--- config.mk ---
export PLATFORM = sky130hd
export DESIGN_NAME = branch_resolution_unit_flat
export DESIGN_NICKNAME = d
export VERILOG_FILES = /design/src/rtl/branch_resolution_unit_if.sv /design/src/rtl/branch_resolution_unit.sv /design/src/flat_wrapper.sv
export SDC_FILE = /design/constraint.sdc
export NUM_CORES = 1
export LEC_CHECK = 0
export BUFFER_PORTS_ARGS = -buffer_cell sky130_fd_sc_hd__buf_2
export CORE_UTILIZATION = 51
export DETAILED_ROUTE_END_ITERATION = 8
export GPL_ROUTABILITY_DRIVEN = 0
export PLACE_DENSITY = 0.82
export RECOVER_POWER = 50
export SYNTH_ARGS = -nofsm -noshare
export SYNTH_HDL_FRONTEND = slang
export SYNTH_SLANG_ARGS = --single-unit
--- constraint.sdc ---
create_clock -name clk -period 5.8 [get_ports clk]
set_input_delay 1.16 -clock clk [delete_from_list [all_inputs] [get_ports clk]]
set_output_delay 1.16 -clock clk [all_outputs]
set_load 0.005 [all_outputs]
--- src/rtl/branch_resolution_unit_if.sv ---
// Decode-stage branch resolver bus: decode/prediction inputs and predictor update/redirect outputs.
interface branch_resolution_unit_if #(
    parameter int CNT_W = 16
);
    logic             enable;
    logic             is_branch;
    logic             is_BR;
    logic [2:0]       cond;
    logic [8:0]       imm9;
    logic [15:0]      reg_target;
    logic [2:0]       flags;
    logic             flags_pending;
    logic [15:0]      IF_ID_PC_curr;
    logic [1:0]       IF_ID_prediction;
    logic [15:0]      IF_ID_predicted_target;
    logic             actual_taken;
    logic [15:0]      actual_target;
    logic             wen_BHT;
    logic             wen_BTB;
    logic             update_PC;
    logic             flush;
    logic             stall_req;
    logic [CNT_W-1:0] branch_count;
    logic [CNT_W-1:0] mispredict_count;

    modport slave (
        input  enable, is_branch, is_BR, cond, imm9, reg_target, flags, flags_pending,
               IF_ID_PC_curr, IF_ID_prediction, IF_ID_predicted_target,
        output actual_taken, actual_target, wen_BHT, wen_BTB, update_PC, flush, stall_req,
               branch_count, mispredict_count
    );

    modport master (
        output enable, is_branch, is_BR, cond, imm9, reg_target, flags, flags_pending,
               IF_ID_PC_curr, IF_ID_prediction, IF_ID_predicted_target,
        input  actual_taken, actual_target, wen_BHT, wen_BTB, update_PC, flush, stall_req,
               branch_count, mispredict_count
    );
endinterface

--- src/rtl/branch_resolution_unit.sv ---
// Resolves B/BR in decode against ZVN flags, compares with the pipelined prediction and
// drives predictor update/redirect strobes; waits for in-flight flags, one update per branch.
module branch_resolution_unit #(
    parameter int CNT_W = 16
) (
    input  logic                    clk,
    input  logic                    rst_n,
    branch_resolution_unit_if.slave bus
);
    typedef enum logic {
        RESOLVE = 1'b0,
        HOLD    = 1'b1
    } state_t;

    state_t           r_state;
    logic             r_done;
    logic [CNT_W-1:0] r_branch_cnt;
    logic [CNT_W-1:0] r_mispred_cnt;

    logic        w_ctl;
    logic        w_z;
    logic        w_v;
    logic        w_n;
    logic        w_cond_true;
    logic [15:0] w_pc_plus2;
    logic [15:0] w_b_target;
    logic        w_valid;
    logic        w_taken;
    logic [15:0] w_target;
    logic        w_wait;
    logic        w_fire;
    logic        w_target_miss;
    logic        w_update;
    logic        w_btb;
    logic        w_stall;

    assign w_ctl = bus.is_branch | bus.is_BR;
    assign w_z   = bus.flags[2];
    assign w_v   = bus.flags[1];
    assign w_n   = bus.flags[0];

    always_comb begin
        w_cond_true = 1'b0;
        case (bus.cond)
            3'b000:  w_cond_true = ~w_z;
            3'b001:  w_cond_true = w_z;
            3'b010:  w_cond_true = ~w_z & ~w_n;
            3'b011:  w_cond_true = w_n;
            3'b100:  w_cond_true = w_z | (~w_z & ~w_n);
            3'b101:  w_cond_true = w_n | w_z;
            3'b110:  w_cond_true = w_v;
            default: w_cond_true = 1'b1;
        endcase
    end

    assign w_pc_plus2 = bus.IF_ID_PC_curr + 16'd2;
    assign w_b_target = w_pc_plus2 + {{6{bus.imm9[8]}}, bus.imm9, 1'b0};

    assign w_valid  = (r_state == RESOLVE) & w_ctl;
    assign w_taken  = w_valid & w_cond_true;
    assign w_target = !w_taken ? w_pc_plus2 : (bus.is_BR ? bus.reg_target : w_b_target);

    // Unconditional branches never depend on flags, so they resolve even with flags in flight.
    assign w_wait = w_ctl & bus.flags_pending & (bus.cond != 3'b111);
    assign w_fire = rst_n & (r_state == RESOLVE) & w_ctl & ~w_wait & ~r_done;

    assign w_target_miss = bus.IF_ID_predicted_target != w_target;
    assign w_update = w_fire & ((bus.IF_ID_prediction[1] != w_taken) | (w_taken & w_target_miss));
    assign w_btb    = w_fire & w_taken & (w_target_miss | ~bus.IF_ID_prediction[1]);
    assign w_stall  = rst_n & ((r_state == HOLD) | ((r_state == RESOLVE) & w_wait));

    always_ff @(posedge clk or negedge rst_n) begin
        if (!rst_n) begin
            r_state       <= RESOLVE;
            r_done        <= 1'b0;
            r_branch_cnt  <= '0;
            r_mispred_cnt <= '0;
        end else begin
            case (r_state)
                RESOLVE: if (w_wait) r_state <= HOLD;
                HOLD:    if (!bus.flags_pending) r_state <= RESOLVE;
                default: r_state <= RESOLVE;
            endcase

            // A resolved branch held in decode must not strobe the predictor again.
            if (bus.enable)
                r_done <= 1'b0;
            else if (w_fire)
                r_done <= 1'b1;

            if (w_fire && (r_branch_cnt != '1))
                r_branch_cnt <= r_branch_cnt + 1'b1;
            if (w_update && (r_mispred_cnt != '1))
                r_mispred_cnt <= r_mispred_cnt + 1'b1;
        end
    end

    assign bus.actual_taken     = w_taken;
    assign bus.actual_target    = w_target;
    assign bus.wen_BHT          = w_fire;
    assign bus.wen_BTB          = w_btb;
    assign bus.update_PC        = w_update;
    assign bus.flush            = w_update;
    assign bus.stall_req        = w_stall;
    assign bus.branch_count     = r_branch_cnt;
    assign bus.mispredict_count = r_mispred_cnt;
endmodule
--- src/flat_wrapper.sv ---
// flat-port wrapper written by rule: the top's interface ports become plain ports
module branch_resolution_unit_flat 
#(
    parameter int CNT_W = 16
)
  (clk, rst_n, bus_enable, bus_is_branch, bus_is_BR, bus_cond, bus_imm9, bus_reg_target, bus_flags, bus_flags_pending, bus_IF_ID_PC_curr, bus_IF_ID_prediction, bus_IF_ID_predicted_target, bus_actual_taken, bus_actual_target, bus_wen_BHT, bus_wen_BTB, bus_update_PC, bus_flush, bus_stall_req, bus_branch_count, bus_mispredict_count);
  branch_resolution_unit_if #(.CNT_W(CNT_W)) bus_i ();
  input  logic clk;
  input  logic rst_n;
  input wire logic [$bits(bus_i.enable)-1:0] bus_enable;
  input wire logic [$bits(bus_i.is_branch)-1:0] bus_is_branch;
  input wire logic [$bits(bus_i.is_BR)-1:0] bus_is_BR;
  input wire logic [$bits(bus_i.cond)-1:0] bus_cond;
  input wire logic [$bits(bus_i.imm9)-1:0] bus_imm9;
  input wire logic [$bits(bus_i.reg_target)-1:0] bus_reg_target;
  input wire logic [$bits(bus_i.flags)-1:0] bus_flags;
  input wire logic [$bits(bus_i.flags_pending)-1:0] bus_flags_pending;
  input wire logic [$bits(bus_i.IF_ID_PC_curr)-1:0] bus_IF_ID_PC_curr;
  input wire logic [$bits(bus_i.IF_ID_prediction)-1:0] bus_IF_ID_prediction;
  input wire logic [$bits(bus_i.IF_ID_predicted_target)-1:0] bus_IF_ID_predicted_target;
  output wire logic [$bits(bus_i.actual_taken)-1:0] bus_actual_taken;
  output wire logic [$bits(bus_i.actual_target)-1:0] bus_actual_target;
  output wire logic [$bits(bus_i.wen_BHT)-1:0] bus_wen_BHT;
  output wire logic [$bits(bus_i.wen_BTB)-1:0] bus_wen_BTB;
  output wire logic [$bits(bus_i.update_PC)-1:0] bus_update_PC;
  output wire logic [$bits(bus_i.flush)-1:0] bus_flush;
  output wire logic [$bits(bus_i.stall_req)-1:0] bus_stall_req;
  output wire logic [$bits(bus_i.branch_count)-1:0] bus_branch_count;
  output wire logic [$bits(bus_i.mispredict_count)-1:0] bus_mispredict_count;
  assign bus_i.enable = bus_enable;
  assign bus_i.is_branch = bus_is_branch;
  assign bus_i.is_BR = bus_is_BR;
  assign bus_i.cond = bus_cond;
  assign bus_i.imm9 = bus_imm9;
  assign bus_i.reg_target = bus_reg_target;
  assign bus_i.flags = bus_flags;
  assign bus_i.flags_pending = bus_flags_pending;
  assign bus_i.IF_ID_PC_curr = bus_IF_ID_PC_curr;
  assign bus_i.IF_ID_prediction = bus_IF_ID_prediction;
  assign bus_i.IF_ID_predicted_target = bus_IF_ID_predicted_target;
  assign bus_actual_taken = bus_i.actual_taken;
  assign bus_actual_target = bus_i.actual_target;
  assign bus_wen_BHT = bus_i.wen_BHT;
  assign bus_wen_BTB = bus_i.wen_BTB;
  assign bus_update_PC = bus_i.update_PC;
  assign bus_flush = bus_i.flush;
  assign bus_stall_req = bus_i.stall_req;
  assign bus_branch_count = bus_i.branch_count;
  assign bus_mispredict_count = bus_i.mispredict_count;
  branch_resolution_unit #(.CNT_W(CNT_W)) u_core (.clk(clk), .rst_n(rst_n), .bus(bus_i));
endmodule
==> results.yml, run 1 <==
clock_tree:
  cts_max_path_buffers: 2
  cts_root_buf: "clkbuf_8"
  clock_sinks: 34
  worstSkewPairLatency_ns: 0.29
  cts.clk_slew.worst_paths_ns: 0.07
  tritoncts: "yes"
  cts_hold_buf: 0
  numCtsBuffers: 5
  ctsHtreeMaxLevel: 2
timing:
  setup_violations: 0
  period_minus_slack_ns: 5.749
  fin_crit_sh_pct: 99.12
  slew_headroom_pct: -25.64
  skew_ns: 0.006196
  fmax_mhz: 174.0
  worst_pin_slew_ns: 1.885
  finalMaxSlewViolations: 38
  final_hold_viol_count: 0
  finalSetupTns_ns: 0
final_layout:
  final_common_cell: "buf_2"
  final_core_util_pct: 72.49
  n_fill_cell: 480
  drive_gt1_share_pct: 37.61
  layout_common_cells: "110 x buf_2, 37 x buf_4, 35 x xnor2_1"
  multi_input_area_um2: 2685
  synthToLayoutAreaGrowth_pct: 35.63
  design_area_um2: 4682
  nNetsFinal: 659
  diodes: 0
  seqCellArea_um2: 850.8
  final_cells: 646
global_route:
  grt_pass1_vias: 3486
  grt_overflow: 0
  antenna_found_initial: 0
  grt_max_degree: 38
  grt_pass1_wl_um: 16550
  groute.usage.overall_pct: 28.92
drt:
  via_per_inst: 5.938
  antenna_left: 0
  num_vias: 3836
  first_pass_iters: 7
  wl_per_cell_um: 16.64
  drcViolationCount: 6
  finalWirelength_um: 10750
  drt_iter0_markers: 307
synthesis:
  ys.flop_type: "dfrtp_1"
  synth-seq-area-share_pct: 24.65
  synth_largest_area_cell: "dfrtp_1"
  netlist_area_um2: 3452
  syn-num-nets: 504
  synth_top_area_share_pct: 24.65
  synthArstFlopShare_pct: 100.0
  ys_warn_count: 0
  synth.distinct_cells: 69
  synth_seq_cells: 34
  syn_inst: 413
  synthTopCellsByArea: "dfrtp_1 25%, xnor2_1 10%, ha_1 6.9%"
  synth_edf_count: 0
  synth.avg_cell_area_um2: 8.359
outcome:
  status: "complete, but fails checks"
  violations: "design-rule violations, max-capacitance violations, max-slew violations"
worst_setup_path:
  worstSetupStartpoint: "bus_IF_ID_PC_curr[3]"
  reg2reg_depth: 11
  critPathKind: "in2out"
  start_kind: "input pin"
  cp_max_fo: 4
  worst-endpoint-arrival_ns: 4.59
  r2r_end: "u_core.bus.mispredict_count[1]"
  rr_startpoint: "u_core.r_state"
  rrSetupSlack_ns: 2.42
  end_kind: "primary output"
  required_ns: 4.64
  cp_slowest_cell: "or3_4"
  cp_num_cells: 18
  path_buf_inv: 3
  cp_cell_sequence: "buf_2 > buf_4 > nand4_1 > nor2_2 > nand2_1 > xnor2_2 > ha_4 > a21o_1 > a21o_1 > a21oi_1 > o21ai_2 > mux2_2 > nor3_4 > xnor2_2 > nand4_1 > or3_4 > and2_4 > buf_2"
  cp_top_family: "simple AND/OR/NAND/NOR gates"
  endpoint: "bus_flush"
  max_stage_delay_ns: 0.35
place:
  io_buffers: 123
  dpl_cell_area_um2: 4292
  dp_hpwl_um: 7663
  dp_cells: 627
floorplan:
  chipWidth_um: 84.27
  die_height_um: 84.27
  coreArea_um2: 6459
  ios: 125
  start_util_pct: 53.45
  die_area_um2: 7101
  num_rows: 29
power:
  p_leak_nw: 2.267
  vdd_ir_drop_max_uv: 222.3
  p_per_area_nw_per_um2: 194.4
  p_int_uw: 564.0
  clockPowerShare_pct: 20.2
  pwr-share-seq_pct: 33.4
  p_comb_share_pct: 46.4
  p_sw_uw: 346.4
  sw_frac_of_total_pct: 38.05
hold_path:
  worst_hold_path_type: "reg2reg"
flow_run:
  cap_violations: 1
worst reg2reg max path, delay by kind of cell (launching register included):
kind	cells	cell delay [ns]
xor gates and xnor gates	1	0.13
buffers and inverters	2	0.52
DFF	1	0.41
muxes	2	0.69
and+or+nand+nor	6	1.54
power by group through the flow:
stage	registers, mW	logic (mW)	clock network, mW
final	0.304	0.423	0.184
after global routing	0.309	0.458	0.197
after CTS	0.303	0.378	0.187
after detailed placement	0.307	0.371	0
after global placement	0.304	0.361	0
after floorplan	0.305	0.217	0
kinds of logic (layout without fill, tap and decap cells):
logic type	after synthesis	after routing	share of synthesized area (%)
compound gates	87	87	18.77
mux	7	7	2.175
flops	34	34	24.65
fa+ha+maj	20	20	7.467
simple gates	170	170	25.95
buf+inv	30	186	4.096
xor+xnor	65	65	16.89
sequential cells by signal (all words and copies together) (netlist names):
name,count
u_core.bus.branch_count,16
u_core.bus.mispredict_count,16
u_core.r_done,1
u_core.r_state,1
stage by stage:
| step | hold WS, ns | setup slack, ns | total power, mW |
|---|---|---|---|
| after floorplan | 0.4770 | 0.2571 | 0.5216 |
| after global placement | 0.4691 | 0.01038 | 0.6653 |
| after detailed placement | 0.4692 | -0.09896 | 0.6787 |
| after CTS | 0.4831 | 0.002726 | 0.8677 |
| after global routing | 0.4896 | -0.09197 | 0.9644 |
| final | 0.4769 | 0.05130 | 0.9103 |
how the worst min path moves through the flow:
stage                                           start                           to  slack, ns  depth (start not counted)
final                     u_core.bus.branch_count[11]  u_core.bus.branch_count[11]       0.48                          1
after global routing      u_core.bus.branch_count[11]  u_core.bus.branch_count[11]       0.49                          1
after CTS                 u_core.bus.branch_count[11]  u_core.bus.branch_count[11]       0.48                          1
after detailed placement  u_core.bus.branch_count[11]  u_core.bus.branch_count[11]       0.47                          1
after global placement     u_core.bus.branch_count[9]   u_core.bus.branch_count[9]       0.47                          1
after floorplan           u_core.bus.branch_count[11]  u_core.bus.branch_count[11]       0.48                          1
routing by layer:
layer / global-route usage, % / vias to the layer above / wire [um]
met3: 5.015 / 49 / 848
met4: 9.091 / 0 / 427
met5: 0 / - / 0
met2: 48.44 / 194 / 5254
li1: - / 1803 / -
met1: 38.21 / 1790 / 4217
layout make-up:
| class | instances | share of cell area (%) |
|---|---|---|
| Clock buffer | 6 | 1.764 |
| Sequential cell | 34 | 18.17 |
| Multi-Input combinational cell | 349 | 57.35 |
| Inverter | 17 | 1.416 |
| Clock inverter | 2 | 0.2672 |
| Tap cell | 77 | 2.058 |
| Timing Repair Buffer | 161 | 18.97 |
synth_stat cells (4+ instances only):
library cell	n
xnor2_1	40
nor2_1	36
nand2_1	35
dfrtp_1	34
xor2_1	24
a21oi_1	23
ha_1	19
inv_1	16
nand3_1	16
nand4_1	16
nor3_1	16
and3_1	13
o21ai_0	11
nor2b_1	7
a21o_1	6
and2_1	6
clkbuf_1	5
a211oi_1	4
nand2b_1	4
nand3_2	4
o21ai_1	4
timing repair:
item	4_1_cts	5_1_grt
setup endpoints to repair	2	2
endpoints found under the hold margin	0	0
pin swaps	4	31
gates resized for setup	6	39
buffers inserted	2	9
Power figures use the tool's default switching activity.
==> run 2, diff against run 1 <==
--- a/config.mk
+++ b/config.mk
@@ -5,8 +5,9 @@
 export SDC_FILE = /design/constraint.sdc
 export NUM_CORES = 1
 export LEC_CHECK = 0
+export ABC_AREA = 1
 export BUFFER_PORTS_ARGS = -buffer_cell sky130_fd_sc_hd__buf_2
-export CORE_UTILIZATION = 51
+export CORE_UTILIZATION = 53
 export DETAILED_ROUTE_END_ITERATION = 8
 export GPL_ROUTABILITY_DRIVEN = 0
 export PLACE_DENSITY = 0.82
==> run 2 against run 1 <==
  * Die area increased by 11%
  * Non-clock buffer count fell by 31
  * First-iteration DRC count decreased by 43%
  * The flow finishes with violations (max-capacitance violations, max-slew violations)
  * Combinational power is 10% lower
  * Via count rose by 20%
  * Area after synthesis increased by 16%
  * Critical path depth grew 8
  * Count of clock-buffer cells in the layout increased by 1
  * Register-to-register slack improved by 0.53 ns
  * Sequential share of layout area is 0.39 points lower
  * Global-route usage decreased by 1.3 points
==> results.yml, run 2 <==
drt:
  drt_iter0_markers: 174
  finalWirelength_um: 10940
  drcViolationCount: 0
  via_per_inst: 5.211
  num_vias: 4586
  antenna_left: 0
  wl_per_cell_um: 12.44
  first_pass_iters: 5
worst_setup_path:
  cp_top_family: "simple AND/OR/NAND/NOR gates"
  worst-endpoint-arrival_ns: 4.30
  path_buf_inv: 5
  max_stage_delay_ns: 0.35
  required_ns: 4.64
  cpMostUsedCell: "nand2_1"
  critPathKind: "in2out"
  start_kind: "input pin"
  cp_slowest_cell: "ha_1"
  end_kind: "primary output"
  cp_max_fo: 5
power:
  p_int_uw: 518.9
  p_per_area_nw_per_um2: 181.8
  p_comb_share_pct: 43.7
  clockPowerShare_pct: 20.7
  pwr-share-seq_pct: 35.7
  power.total_uw: 869.9
  p_leak_nw: 2.750
  sw_frac_of_total_pct: 40.35
  p_sw_uw: 351.0
  vdd_ir_drop_max_uv: 254.0
synthesis:
  syn-num-nets: 746
  ys_warn_count: 0
  synth_edf_count: 0
  synth_largest_area_cell: "dfrtp_1"
  synth.distinct_cells: 38
  syn_inst: 655
  synth_seq_cells: 34
  ys.flop_type: "dfrtp_1"
  yosysMostFrequentCell: "nand2_1"
  synthTopCellsByArea: "dfrtp_1 21%, nand2_1 21%, nand3_1 10%"
  netlist_area_um2: 4001
  netlist_top_cells_count: "223 x nand2_1, 88 x inv_1, 81 x nand3_1"
  synth-seq-area-share_pct: 21.26
  synth.avg_cell_area_um2: 6.109
  synthArstFlopShare_pct: 100.0
  synth_top_area_share_pct: 21.26
final_layout:
  synthToLayoutAreaGrowth_pct: 19.61
  diodes: 0
  multi_input_area_um2: 2728
  layout_common_cells: "223 x nand2_1, 109 x buf_2, 88 x inv_1"
  seqCellArea_um2: 850.8
  n_fill_cell: 698
  final_cells: 880
  drive_gt1_share_pct: 19.72
  nNetsFinal: 871
  final_common_cell: "nand2_1"
floorplan:
  start_util_pct: 54.87
  num_rows: 31
  die_height_um: 88.89
  coreArea_um2: 7292
  chipWidth_um: 88.89
  die_area_um2: 7901
  ios: 125
timing:
  worst_pin_slew_ns: 1.834
  fin_crit_sh_pct: 94.12
  slew_headroom_pct: -22.27
  holdWs_ns: 0.5143
  period_minus_slack_ns: 5.459
  final_hold_viol_count: 0
  skew_ns: 0.007597
  setup_violations: 0
  rsz0062_at_grt: "no"
  fmax_mhz: 183.2
  finalMaxSlewViolations: 37
  finalSetupTns_ns: 0
clock_tree:
  clock_sinks: 34
  worstSkewPairLatency_ns: 0.29
  cts.clk_slew.worst_paths_ns: 0.06
  cts_root_buf: "clkbuf_8"
  tritoncts: "yes"
  numCtsBuffers: 5
  post-cts-setup-buffers: 0
  cts_max_path_buffers: 2
  ctsHtreeMaxLevel: 2
global_route:
  grt_max_degree: 37
  grt_overflow: 0
  grt_pass1_vias: 4052
  groute.usage.overall_pct: 27.64
  grt_pass1_wl_um: 17170
  antenna_found_initial: 0
outcome:
  violations: "max-capacitance violations, max-slew violations"
  status: "complete, but fails checks"
flow_run:
  cap_violations: 1
place:
  io_buffers: 123
  dp_hpwl_um: 8782
  dp_cells: 872
hold_path:
  worst_hold_path_type: "reg2reg"
==> run 2: cell type report <==
class                   count  share of cell area, %
inverters                  92                  7.216
multi-input cells         517                  56.99
flip-flops and latches     34                  17.78
clock inverters             1                 0.1046
clock buffers               7                  1.804
well taps                  99                  2.588
repair buffers            130                  13.52
==> run 2: layer usage <==
layer / wire, um / vias to the layer above / GRT usage, %
met2: 5252 / 142 / 49.09
li1: - / 2348 / -
met1: 4770 / 2069 / 33.28
met4: 376 / 0 / 13.34
met5: 0 / - / 0
met3: 544 / 27 / 3.232
==> run 2: logic make-up after synthesis <==
kind of cell	share of synthesized area [%]
AOI/OAI and AO/OA	5.128
and+or+nand+nor	47.37
buffers and inverters	10.73
adders and majority gates	6.442
DFF	21.26
xor gates and xnor gates	8.537
muxes	0.5316
==> run 2: power groups by stage <==
| stage | combinational [mW] | sequential (mW) | clock (mW) |
|---|---|---|---|
| after floorplan | 0.245 | 0.309 | 0 |
| after global placement | 0.366 | 0.312 | 0 |
| after detailed placement | 0.379 | 0.313 | 0 |
| after CTS | 0.381 | 0.309 | 0.185 |
| after global routing | 0.431 | 0.316 | 0.194 |
| final | 0.380 | 0.310 | 0.180 |
==> run 2: worst reg2reg max path, stage by stage (launching register included) <==
cell     delay (ns)
dfrtp_1        0.41
nor2_4         0.20
inv_2          0.05
nor2_2         0.55
nand2_1        0.16
nand3_1        0.10
nand2_1        0.06
nor2_1         0.11
nand3_1        0.14
nor2_1         0.11
nand2_1        0.07
nor2_2         0.19
nand3_4        0.08
buf_4          0.21
nand3_4        0.17
nand2_1        0.10
nand2_1        0.07
==> run 2: stage by stage <==
stage | util, % | area (um^2) | worst slack (ns)
2_1_floorplan | - | 4001 | 0.9029
3_3_place_gp | 64.58 | 4710 | 0.4343
3_5_place_dp | 64.58 | 4710 | 0.3620
4_1_cts | 65.84 | 4801 | 0.3603
5_1_grt | 65.63 | 4786 | 0.03267
6_report | 65.63 | 4786 | 0.3412
==> run 2: worst paths after layout <==
check,start,end,slack (ns),cells after the start
setup reg to reg,u_core.r_state,u_core.bus.mispredict_count[13],2.95,16
hold / removal,u_core.bus.branch_count[14],u_core.bus.branch_count[14],0.51,1
min in group asynchronous,rst_n,u_core.bus.mispredict_count[6],1.45,2
hold reg to reg,u_core.bus.branch_count[14],u_core.bus.branch_count[14],0.51,1
setup / recovery,bus_IF_ID_PC_curr[3],bus_update_PC,0.34,26
max in group asynchronous,rst_n,u_core.bus.branch_count[11],3.28,2
==> run 2: repair_timing <==
action,4_1_cts,5_1_grt
hold buffers,0,0
hold endpoints to repair,0,0
setup endpoints to repair,0,3
gates resized for setup,0,3
==> run 3, diff against run 2 <==
--- a/config.mk
+++ b/config.mk
@@ -7,10 +7,11 @@
 export LEC_CHECK = 0
 export ABC_AREA = 1
 export BUFFER_PORTS_ARGS = -buffer_cell sky130_fd_sc_hd__buf_2
-export CORE_UTILIZATION = 53
+export CORE_UTILIZATION = 54
+export CTS_BUF_LIST = sky130_fd_sc_hd__clkbuf_8
 export DETAILED_ROUTE_END_ITERATION = 8
 export GPL_ROUTABILITY_DRIVEN = 0
-export PLACE_DENSITY = 0.82
+export PLACE_DENSITY = 0.84
 export RECOVER_POWER = 50
 export SYNTH_ARGS = -nofsm -noshare
 export SYNTH_HDL_FRONTEND = slang
==> run 3 against run 2 <==
  * The run still ends with max-capacitance violations, max-slew violations left
  * First-iteration DRC count increased by 8.6%
  * Combinational power is essentially flat
  * Die area shrank 1.8%
  * Final cell count is 0.23% lower
  * Maximum frequency down 0.69%
  * Hold slack worse by 0.012 ns
  * Power increased by 3.9%
  * Utilization increased by 0.58 points
  * Count of clock-buffer cells in the layout fell by 2
  * Global-route usage rose by 1.5 points
  * Critical path type unchanged
  * Largest power group unchanged
==> results.yml, run 3 (synthesized netlist as in run 2, its figures left out) <==
drt:
  drt_iter0_markers: 189
  routed.top_layer: "met4"
  drcViolationCount: 0
  antenna_left: 0
  via_per_inst: 5.331
  route.met3.wl_um: 785
  met2_length_um: 5598
  num_vias: 4681
  met1_length_um: 4455
  first_pass_iters: 5
  finalWirelength_um: 11120
  wl_per_cell_um: 12.66
worst_setup_path:
  critPathKind: "in2out"
  rr_startpoint: "u_core.r_state"
  worst-endpoint-arrival_ns: 4.34
  cpMostUsedCell: "nand3_1"
  worstSetupStartpoint: "bus_IF_ID_PC_curr[1]"
  path_buf_inv: 5
  end_kind: "primary output"
  cp_slowest_cell: "nor2_1"
  required_ns: 4.64
  max_stage_delay_ns: 0.34
  cp_max_fo: 5
  cp_top_family: "simple AND/OR/NAND/NOR gates"
  cp_cell_sequence: "buf_2 > ha_1 > nand3_1 > nor2_1 > xor2_1 > inv_1 > ha_1 > nand2_1 > inv_1 > a21oi_1 > nand2_1 > nand2_1 > nand3_1 > nand3_1 > nand3_1 > nand2_1 > nand3_1 > nor2_1 > nand2_1 > nor2_2 > nand3_1 > nand3_1 > inv_1 > buf_2"
  start_kind: "input pin"
floorplan:
  die_height_um: 88.08
  ios: 125
  num_rows: 31
  die_area_um2: 7758
  start_util_pct: 55.46
  coreArea_um2: 7214
  chipWidth_um: 88.08
timing:
  skew_ns: 0.007690
  finalMaxSlewViolations: 37
  slew_headroom_pct: -23.18
  rsz0062_at_grt: "no"
  setup_violations: 0
  fmax_mhz: 181.9
  fin_crit_sh_pct: 94.77
  period_minus_slack_ns: 5.497
  final_hold_viol_count: 0
  worst_pin_slew_ns: 1.848
  holdWs_ns: 0.5023
  finalSetupTns_ns: 0
  layout_setup_ws_ns: 0.3032
hold_path:
  min_from: "u_core.bus.branch_count[14]"
  worst_hold_path_type: "reg2reg"
power:
  p_leak_nw: 2.740
  vdd_ir_drop_max_uv: 203.5
  power.total_uw: 903.9
  p_per_area_nw_per_um2: 189.2
clock_tree:
  tritoncts: "yes"
  worstSkewPairLatency_ns: 0.29
  cts_resized: 0
  post-cts-setup-buffers: 0
  cts_hold_buf: 0
  numCtsBuffers: 5
  ctsHtreeMaxLevel: 2
  clock_sinks: 34
  cts_root_buf: "clkbuf_8"
  cts.clk_slew.worst_paths_ns: 0.06
  cts_max_path_buffers: 2
outcome:
  status: "complete, but fails checks"
  violations: "max-capacitance violations, max-slew violations"
final_layout:
  final_common_cell: "nand2_1"
  design_area_um2: 4777
  synthToLayoutAreaGrowth_pct: 19.39
  drive_gt1_share_pct: 18.87
  nNetsFinal: 869
  layout_common_cells: "223 x nand2_1, 107 x buf_2, 90 x inv_1"
  final_cells: 878
  final_core_util_pct: 66.22
  diodes: 0
  n_fill_cell: 643
global_route:
  grt_pass1_wl_um: 18140
  groute.usage.overall_pct: 29.19
  antenna_found_initial: 0
  grt_pass1_vias: 4300
  grt_overflow: 0
  grt_max_degree: 37
place:
  dpl_cell_area_um2: 4695
  io_buffers: 123
  dp_cells: 870
  dp_hpwl_um: 8776
  pre_cts_ws_ns: 0.3642
flow_run:
  cap_violations: 1
[run 3: final timing paths]
kind	end	slack [ns]	depth (start not counted)
worst max-delay path	bus_wen_BTB	0.30	24
worst min-delay path	u_core.bus.branch_count[14]	0.50	1
worst max register to register	u_core.bus.mispredict_count[11]	2.99	17
worst min register to register	u_core.bus.branch_count[14]	0.50	1
max in group asynchronous	u_core.bus.branch_count[1]	3.27	2
min in group asynchronous	u_core.bus.mispredict_count[5]	1.46	2
[run 3: cell type report]
| class | count | area (um^2) | share of cell area, % |
|---|---|---|---|
| timing repair buffer | 128 | 629.4 | 13.17 |
| inverter | 92 | 345.3 | 7.229 |
| clock buffer | 5 | 68.82 | 1.441 |
| multi-input combinational | 517 | 2721 | 56.97 |
| clock inverter | 3 | 37.54 | 0.7858 |
| sequential | 34 | 850.8 | 17.81 |
| tap | 99 | 123.9 | 2.593 |
[run 3: worst register-to-register path, cell delays in order (launching register included)]
cell and delay, ns:
dfrtp_1 0.41, nor2_4 0.21, inv_2 0.05, nor2_2 0.35
buf_4 0.29, nand3_1 0.12, nand2_1 0.09, nand2_1 0.05
nand2_1 0.05, nand3_1 0.13, nor2_1 0.12, nand2_1 0.07
nor2_2 0.17, nand3_4 0.09, buf_4 0.21, nand3_4 0.17
nand2_1 0.10, nand2_1 0.08
[run 3: power breakdown]
part           leakage (nW)  switching (mW)  internal (mW)
Sequential            0.458          0.0418          0.268
Clock                0.0607          0.0864          0.125
Combinational          2.22           0.227          0.155
[run 3: routing by layer]
layer / GRT usage, % / vias to the layer above
li1: - / 2342
met1: 34.01 / 2129
met2: 53.14 / 183
met3: 4.336 / 27
met4: 12.46 / 0
met5: 0 / -
